[config.mk]
export PLATFORM = sky130hd
export DESIGN_NAME = or_reduce_scheduler
export DESIGN_NICKNAME = d
export VERILOG_FILES = /design/src/rtl/or_reduce_scheduler.sv
export SDC_FILE = /design/constraint.sdc
export NUM_CORES = 1
export LEC_CHECK = 0
export ABC_AREA = 1
export CORE_UTILIZATION = 48
export CTS_BUF_LIST = sky130_fd_sc_hd__clkbuf_8
export DETAILED_ROUTE_END_ITERATION = 8
export PLACE_DENSITY = 0.88
export SETUP_SLACK_MARGIN = 0.4
export SLEW_MARGIN = 5
export SYNTH_ARGS = -nofsm -noshare
export SYNTH_HDL_FRONTEND = slang
export SYNTH_SLANG_ARGS = --single-unit
[constraint.sdc]
create_clock -name clk -period 3.95 [get_ports clk]
set_clock_uncertainty 0.1 [all_clocks]
set_input_delay 0.395 -clock clk [delete_from_list [all_inputs] [get_ports clk]]
set_output_delay 0.395 -clock clk [all_outputs]
set_load 0.005 [all_outputs]
[src/rtl/or_reduce_scheduler.sv]
// Time-multiplexed OR reduction: round-robin grant, one CHUNK slice per cycle.
// Define OR_REDUCE_SCHED_EARLY_EXIT_EN to finish as soon as a set slice is seen.
module or_reduce_scheduler #(
  parameter int NREQ  = 4,
  parameter int WIDTH = 64,
  parameter int CHUNK = 16,
  localparam int NCHUNK = WIDTH / CHUNK,
  localparam int IDW = (NREQ > 1) ? $clog2(NREQ) : 1,
  localparam int KW = (NCHUNK > 1) ? $clog2(NCHUNK) : 1
) (
  input  logic                  clk,
  input  logic                  rst,
  input  logic [NREQ-1:0]       req_valid,
  input  logic [NREQ*WIDTH-1:0] req_data,
  output logic [NREQ-1:0]       req_ready,
  output logic [CHUNK-1:0]      red_in,
  input  logic                  red_out,
  output logic                  rsp_valid,
  output logic [IDW-1:0]        rsp_id,
  output logic                  rsp_data,
  input  logic                  rsp_ready,
  output logic                  busy
);

  typedef enum logic [1:0] {IDLE, RUN, RESP} state_t;

  state_t           state_q, state_d;
  logic [WIDTH-1:0] cap_q, cap_d;
  logic [KW-1:0]    k_q, k_d;
  logic             acc_q, acc_d;
  logic [IDW-1:0]   last_q, last_d;
  logic [IDW-1:0]   rsp_id_q, rsp_id_d;
  logic             rsp_data_q, rsp_data_d;
  logic             rsp_valid_q, rsp_valid_d;

  logic             found;
  logic [IDW-1:0]   gidx;
  logic [IDW-1:0]   cand;

  // Scan farthest-first so the nearest valid index after last_q wins.
  always_comb begin
    found = 1'b0;
    gidx  = '0;
    cand  = '0;
    for (int j = NREQ; j >= 1; j--) begin
      cand = IDW'((32'(last_q) + 32'(j)) % 32'(NREQ));
      if (req_valid[cand]) begin
        found = 1'b1;
        gidx  = cand;
      end
    end
  end

  always_comb begin
    req_ready = '0;
    if (state_q == IDLE && found && !rst)
      req_ready[gidx] = 1'b1;
  end

  always_comb begin
    red_in = '0;
    if (state_q == RUN)
      red_in = cap_q[32'(k_q)*CHUNK +: CHUNK];
  end

  assign busy      = (state_q != IDLE);
  assign rsp_valid = rsp_valid_q;
  assign rsp_id    = rsp_id_q;
  assign rsp_data  = rsp_data_q;

  always_comb begin
    state_d     = state_q;
    cap_d       = cap_q;
    k_d         = k_q;
    acc_d       = acc_q;
    last_d      = last_q;
    rsp_id_d    = rsp_id_q;
    rsp_data_d  = rsp_data_q;
    rsp_valid_d = rsp_valid_q;
    unique case (state_q)
      IDLE: begin
        if (found) begin
          state_d  = RUN;
          cap_d    = req_data[32'(gidx)*WIDTH +: WIDTH];
          last_d   = gidx;
          rsp_id_d = gidx;
          acc_d    = 1'b0;
          k_d      = '0;
        end
      end
      RUN: begin
        acc_d = acc_q | red_out;
        k_d   = k_q + KW'(1);
`ifdef OR_REDUCE_SCHED_EARLY_EXIT_EN
        if (red_out) begin
          state_d     = RESP;
          rsp_data_d  = 1'b1;
          rsp_valid_d = 1'b1;
        end else
`endif
        if (32'(k_q) == NCHUNK - 1) begin
          state_d     = RESP;
          rsp_data_d  = acc_q | red_out;
          rsp_valid_d = 1'b1;
        end
      end
      RESP: begin
        if (rsp_ready) begin
          state_d     = IDLE;
          rsp_valid_d = 1'b0;
        end
      end
      default: state_d = IDLE;
    endcase
  end

  always_ff @(posedge clk or posedge rst) begin
    if (rst) begin
      state_q     <= IDLE;
      cap_q       <= '0;
      k_q         <= '0;
      acc_q       <= 1'b0;
      last_q      <= IDW'(NREQ - 1);
      rsp_id_q    <= '0;
      rsp_data_q  <= 1'b0;
      rsp_valid_q <= 1'b0;
    end else begin
      state_q     <= state_d;
      cap_q       <= cap_d;
      k_q         <= k_d;
      acc_q       <= acc_d;
      last_q      <= last_d;
      rsp_id_q    <= rsp_id_d;
      rsp_data_q  <= rsp_data_d;
      rsp_valid_q <= rsp_valid_d;
    end
  end

endmodule

* After elaboration in Yosys (flattened, before gate mapping)
Index checks and enable logic that the tools add are counted.
** Word-level totals
- Flip-flop bits (word level) :: 75
- Bits of input ports :: 264
** Cells by class
- Add/sub/neg operators :: 5
- $lt $le $gt $ge :: 6
- Eq/ne operators :: 6
- Shifts and indexed selects :: 2
- Multiplexer cells :: 31
- Bitwise operators :: 1
- Reductions and logical operators :: 13
** Operators with widths (count)
- 256-bit by 9-bit variable part select with 64-bit output :: 1
- 64-bit by 7-bit variable part select with 16-bit output :: 1
- 16-bit two-way mux :: 1
- 2-bit two-way mux :: 8
- 2-bit by 3-bit less-than comparator with 1-bit output, second input constant :: 5
- 1-bit two-way mux :: 12
- 1-bit binary-select mux with 2-bit select :: 4
- 2-bit by 1-bit adder with 2-bit output, second input constant :: 3
- 2-bit case mux with 3 select lines :: 1
- 2-bit AND reduction :: 3
- 3-bit AND reduction :: 2
- 2-bit nonzero test :: 3
- 2-bit adder, second input constant :: 2
- 2-bit equality test, second input constant :: 2
- 4-bit two-way mux :: 1
- 2-bit inequality test, second input constant :: 2
- 1-bit case mux with 2 select lines :: 2
- 2-bit case mux with 2 select lines :: 1
- 1-bit logical AND :: 3
- 1-bit demux with 2-bit select :: 1
- 2-bit by 1-bit equality test with 1-bit output, second input constant :: 1
- 2-bit by 1-bit greater-or-equal comparator with 1-bit output, second input constant :: 1
- 2-bit zero test :: 1
- 2-bit by 1-bit inequality test with 1-bit output, second input constant :: 1
- 2 further kinds :: 2

* Logic depth before layout (Yosys ltp)
- Depth in word-level cells :: 12
- Mapped depth :: 18
- Gate-level depth less buffers :: 15

* Worst setup path after synthesis
Ideal clock, no wire load.
- Path type :: input to output
- From :: in rst
- To :: out req_ready[0]
- Data arrival time :: 2.450 ns
- Slack :: 1.005 ns
- Stages on the path :: 3
- Cells stage by stage :: inv_1 nand2_1 nor3_1
** Between the ends
- Longest elaborated chain between the ends :: 3
** Ends and longest elaborated chain
- start: declaration :: line 12 : input logic rst,
- 1-bit zero test (no line)
- 1-bit logical AND :: line 56 : if (state_q == IDLE && found && !rst)
- 4-bit two-way mux :: line 56
- end: declaration :: line 15 : output logic [NREQ-1:0] req_ready,
No other way between the ends.

* Worst setup path after layout
- From :: reg last_q[0]
- To :: out req_ready[2]
** Between the ends
- Longest elaborated chain between the ends :: 12
- Elaborated cells between the ends (all ways) :: 28
- Classes of those cells :: 4 x add/sub; 2 x order compare; 19 x mux; 3 x reduce/logical
** Ends and longest elaborated chain
- start: declaration :: line 31 : logic [IDW-1:0] last_q, last_d;
- start signal: assignment :: line 123 : last_q <= IDW'(NREQ - 1);
- start signal: assignment :: line 132 : last_q <= last_d;
- 2-bit by 1-bit adder with 2-bit output :: line 46 : cand = IDW'((32'(last_q) + 32'(j)) % 32'(NREQ));
- 1-bit binary-select mux with 2-bit select :: line 47 : if (req_valid[cand]) begin
- 1-bit two-way mux (implied by the code) :: line 47
- 2-bit two-way mux (4 in series) :: line 47
- 2-bit by 3-bit less-than comparator with 1-bit output (implied by the code) or 2-bit by 1-bit greater-or-equal comparator with 1-bit output (tied branches) :: line 57 : req_ready[gidx] = 1'b1;
- 1-bit logical AND (implied by the code) :: line 57
- 1-bit two-way mux (implied by the code) :: line 57
- 1-bit demux with 2-bit select :: line 57
- 4-bit two-way mux (*) :: line 56
Mark *: on every way between the ends. The rest lies on a longest branch, timed or not. The select of a mux whose other input is x is not followed.

==> flow_summary.html <==
<table>
<tr><th>Metric</th><th>Value</th></tr>
<tr><th colspan="2">Critical path</th></tr>
<tr><td>Worst reg2reg endpoint</td><td>cap_q[44]</td></tr>
<tr><td>Signal arrival time at the worst endpoint</td><td>2820 ps</td></tr>
<tr><td>Chain of cells forming the critical path</td><td>nand2_1, nand2_1, nand2_1, a22oi_1, nand2_1, nand2_2, inv_2, nor3_1, clkdlybuf4s50_1</td></tr>
<tr><td>Buffer and inverter count on the worst path</td><td>2</td></tr>
<tr><td>CP endpoint kind</td><td>output pin</td></tr>
<tr><td>Minimum setup slack among reg-to-reg paths</td><td>1040 ps</td></tr>
<tr><td>Worst path top cell family by delay</td><td>simple AND/OR/NAND/NOR gates</td></tr>
<tr><td>Crit-path most repeated cell</td><td>sky130_fd_sc_hd__nand2_1</td></tr>
<tr><td>Launching point of the worst reg2reg path</td><td>last_q[0]</td></tr>
<tr><td>Category of the worst setup path launch point</td><td>register</td></tr>
<tr><td>Number of cells on the worst reg-to-reg path</td><td>13</td></tr>
<tr><td>Critical path's slowest cell</td><td>sky130_fd_sc_hd__dfstp_2</td></tr>
<tr><td>Maximum net fanout on the critical path</td><td>28</td></tr>
<tr><td>CP Data Required Time</td><td>3450 ps</td></tr>
<tr><td>Critical path's largest stage delay</td><td>640 ps</td></tr>
<tr><td>Crit Path Class</td><td>reg -&gt; out</td></tr>
<tr><th colspan="2">STA</th></tr>
<tr><td>Final total negative setup slack</td><td>0 ps</td></tr>
<tr><td>Setup repair after global routing missed its margin</td><td>false</td></tr>
<tr><td>Number of endpoints failing setup at the final stage</td><td>0</td></tr>
<tr><td>Worst slew margin relative to its limit</td><td>38.8%</td></tr>
<tr><td>Post-route minimum period</td><td>3320 ps</td></tr>
<tr><td>Final number of hold-violating endpoints</td><td>0</td></tr>
<tr><td>Final clock period utilization by the worst path</td><td>83.9%</td></tr>
<tr><td>Worst Tran Pin Value</td><td>919 ps</td></tr>
<tr><td>Fmax</td><td>0.302 GHz</td></tr>
<tr><td>Max Transition Viols Final</td><td>0</td></tr>
<tr><th colspan="2">Clock network</th></tr>
<tr><td>Number of buffers added by the clock tree synthesis step</td><td>9</td></tr>
<tr><td>Postcts setup bufs</td><td>0</td></tr>
<tr><td>Clk root buf</td><td>sky130_fd_sc_hd__clkbuf_8</td></tr>
<tr><td>Number of sinks driven by the clock tree</td><td>75</td></tr>
<tr><td>Resized Gates After CTS</td><td>0</td></tr>
<tr><td>Clock tree from TritonCTS</td><td>done</td></tr>
<tr><td>Clock edge transition at the registers on the reported setup and hold paths</td><td>70 ps</td></tr>
<tr><td>Clock buffer depth</td><td>2</td></tr>
<tr><td>Hold-fix buffers, CTS</td><td>0</td></tr>
<tr><td>Clock insertion delay at the later pin of the skew report</td><td>340 ps</td></tr>
<tr><td>H-tree depth</td><td>3</td></tr>
<tr><th colspan="2">Place</th></tr>
<tr><td>Routability Congestion</td><td>0.923</td></tr>
<tr><td>HPWL Detailed</td><td>16000 um</td></tr>
<tr><td>Number of input and output port buffers inserted</td><td>288</td></tr>
<tr><th colspan="2">Power</th></tr>
<tr><td>Largest voltage drop on the vdd net</td><td>0.577 mV</td></tr>
<tr><td>Total chip power</td><td>8.27 mW</td></tr>
<tr><td>Pwr dens</td><td>865 nW/um2</td></tr>
<tr><td>Total leakage power</td><td>5.24 nW</td></tr>
<tr><th colspan="2">Yosys</th></tr>
<tr><td>Synthesized net count</td><td>1456</td></tr>
<tr><td>Xor/xnor share of the synthesized area</td><td>0%</td></tr>
<tr><td>Number of warnings reported in the yosys synthesis log</td><td>0</td></tr>
<tr><td>Synth Area per Inst</td><td>5.52 um2</td></tr>
<tr><td>Sequential area share after synthesis</td><td>28.6%</td></tr>
<tr><td>Largest family of logic cells by synthesized area</td><td>simple AND/OR/NAND/NOR gates</td></tr>
<tr><td>Post-synthesis instance area</td><td>6580 um2</td></tr>
<tr><td>Adder-cell share of the synthesized area</td><td>0.190%</td></tr>
<tr><td>Simple-gate share of the synthesized area</td><td>51.6%</td></tr>
<tr><td>Gate count after technology mapping</td><td>1191</td></tr>
<tr><td>Post-synthesis mux area share</td><td>0%</td></tr>
<tr><td>Distinct cell type count of the synthesized netlist</td><td>28</td></tr>
<tr><td>Synthesized-area fraction occupied by ao, oa, aoi and oai cells</td><td>4.56%</td></tr>
<tr><td>Number of synthesized register bits</td><td>75</td></tr>
<tr><th colspan="2">Route</th></tr>
<tr><td>Average routed wire per standard cell</td><td>13.5 um</td></tr>
<tr><td>Vias per inst</td><td>5.06</td></tr>
<tr><td>Routed vias</td><td>8108</td></tr>
<tr><td>Total Routed Length</td><td>21600 um</td></tr>
<tr><td>Router iterations before antenna repair</td><td>5</td></tr>
<tr><td>DRC Markers</td><td>0</td></tr>
<tr><td>Detailed Route Iter0 Violations</td><td>579</td></tr>
<tr><td>Antenna-violating nets left</td><td>0</td></tr>
<tr><th colspan="2">Global route</th></tr>
<tr><td>Overall global routing resource usage</td><td>30.9%</td></tr>
<tr><td>Initial antenna violation count</td><td>0</td></tr>
<tr><td>Via count of the first global-routing pass</td><td>7758</td></tr>
<tr><td>Global route overflow</td><td>0</td></tr>
<tr><td>Pin count of the biggest net entering global routing</td><td>129</td></tr>
<tr><td>Global-route wire length before repair</td><td>35700 um</td></tr>
<tr><th colspan="2">Layout</th></tr>
<tr><td>Area of combinational cells with multiple inputs</td><td>3730 um2</td></tr>
<tr><td>Area growth, synth to finish</td><td>45.3%</td></tr>
<tr><td>Share of post-route cells with drive strength above 1</td><td>2.95%</td></tr>
<tr><td># fillers</td><td>1182</td></tr>
<tr><td>Layout Nets</td><td>1686</td></tr>
<tr><td>Reg area</td><td>1880 um2</td></tr>
<tr><td>Number of diodes</td><td>0</td></tr>
<tr><th colspan="2">Floorplanning</th></tr>
<tr><td>Core Area</td><td>13300 um2</td></tr>
<tr><td>Height of the die</td><td>119 um</td></tr>
<tr><td>Cell Rows</td><td>42</td></tr>
<tr><td>Area enclosed by the die boundary</td><td>14200 um2</td></tr>
<tr><td>Number of primary I/O pins</td><td>289</td></tr>
<tr><td>Die X-Extent</td><td>119 um</td></tr>
<tr><td>Starting utilization of the core area</td><td>49.5%</td></tr>
<tr><th colspan="2">Min path</th></tr>
<tr><td>Hold WC Path Type</td><td>reg -&gt; reg</td></tr>
<tr><td>Worst min-delay path endpoint</td><td>rsp_id[0]</td></tr>
<tr><td>Cell depth of the worst hold path</td><td>2</td></tr>
<tr><td>Min-Delay Startpoint</td><td>rsp_id[0]</td></tr>
<tr><th colspan="2">Flow run</th></tr>
<tr><td>Max cap viols</td><td>0</td></tr>
<tr><th colspan="2">Status</th></tr>
<tr><td>Run status</td><td>finished, final reports clean</td></tr>
</table>
-- flip-flops by register name, indices dropped and copies added (netlist names) --
signal / cells
acc_q: 1
cap_q: 64
k_q: 2
last_q: 2
rsp_data: 1
rsp_id: 2
rsp_valid: 1
state_q: 2
-- tightest hold or removal path, delay by kind of cell (launching register included) --
| kind | cells | cell delay (ps) |
|---|---|---|
| AND/OR/NAND/NOR | 2 | 100 |
| flip-flops | 1 | 340 |
-- worst max path at each step --
stage               cells after the start    startpoint  slack, ps            to
global placement                       10  req_valid[1]        840  req_ready[1]
detailed placement                     10  req_valid[1]        760  req_ready[1]
finish                                  9     last_q[0]        630  req_ready[2]
CTS                                     9     last_q[0]        640  req_ready[2]
global route                            9     last_q[0]        480  req_ready[2]
floorplan                               3           rst       1000  req_ready[0]
-- Yosys cell counts (all sizes together) --
master | n | area (um2)
inv | 144 | 543
nor3 | 3 | 15.0
clkbuf | 19 | 71.3
and2 | 1 | 6.26
buf | 63 | 372
clkinv | 1 | 3.75
a21oi | 16 | 80.1
nor3b | 1 | 12.5
nand3 | 196 | 986
o21ai | 40 | 204
a22o | 1 | 8.76
a22oi | 1 | 7.51
nand2 | 558 | 2100
dfstp | 2 | 52.6
or2 | 1 | 6.26
nor2 | 70 | 270
dfrtp | 73 | 1830
ha | 1 | 12.5
-- per-stage QoR --
step / instances / area (um2) / utilization (%) / hold slack, ps / setup slack, ps
2_1_floorplan: 1191 / 6580 / - / 337 / 1000
3_3_place_gp: 1586 / 9370 / 70.5 / 349 / 840
3_5_place_dp: 1586 / 9370 / 70.5 / 362 / 761
4_1_cts: 1602 / 9560 / 71.9 / 382 / 645
5_1_grt: 1602 / 9560 / 71.9 / 393 / 482
6_report: 1602 / 9560 / 71.9 / 375 / 634
-- cell usage in the layout, fill, tap and decap left out, drive strengths merged, types with 2 or more instances in the layout --
cell	count
inv	146
dfrtp	73
o21ai	40
nand3	196
clkbuf	10
clkinv	4
dfstp	2
a21oi	16
buf	13
nor3	3
clkdlybuf4s50	288
nor2	70
nand2	558
-- cell families (layout without fill, tap and decap cells) --
kind of cell / count (synthesis) / in the layout
AND/OR/NAND/NOR: 830 / 830
buffers and inverters: 227 / 462
flip-flops: 75 / 75
AO/OA/AOI/OAI: 58 / 58
adder cells (fa/ha/maj): 1 / 1
-- final cells by class --
class,instances,area share [%]
clock inverter,6,0.537
tap,176,2.30
multi-input combinational,889,39.0
timing repair buffer,301,31.3
inverter,145,5.73
clock buffer,10,1.44
sequential,75,19.7
-- routing by layer --
metal | global-route usage, % | routed length (um) | vias up | part of all wire, %
met2 | 54.8 | 10700 | 298 | 50
li1 | - | - | 4085 | -
met1 | 37.4 | 8770 | 3674 | 40
met3 | 5.70 | 1470 | 51 | 6.8
met4 | 10.5 | 689 | 0 | 3.2
met5 | 0 | 0 | - | 0
-- report_power, final --
part | switching [mW] | total (mW) | internal, mW
clock | 0.268 | 0.568 | 0.300
combinational | 4.08 | 6.27 | 2.19
sequential | 0.259 | 1.43 | 1.18
total | 4.61 | 8.27 | 3.67
(Power assumes the default switching activity.)
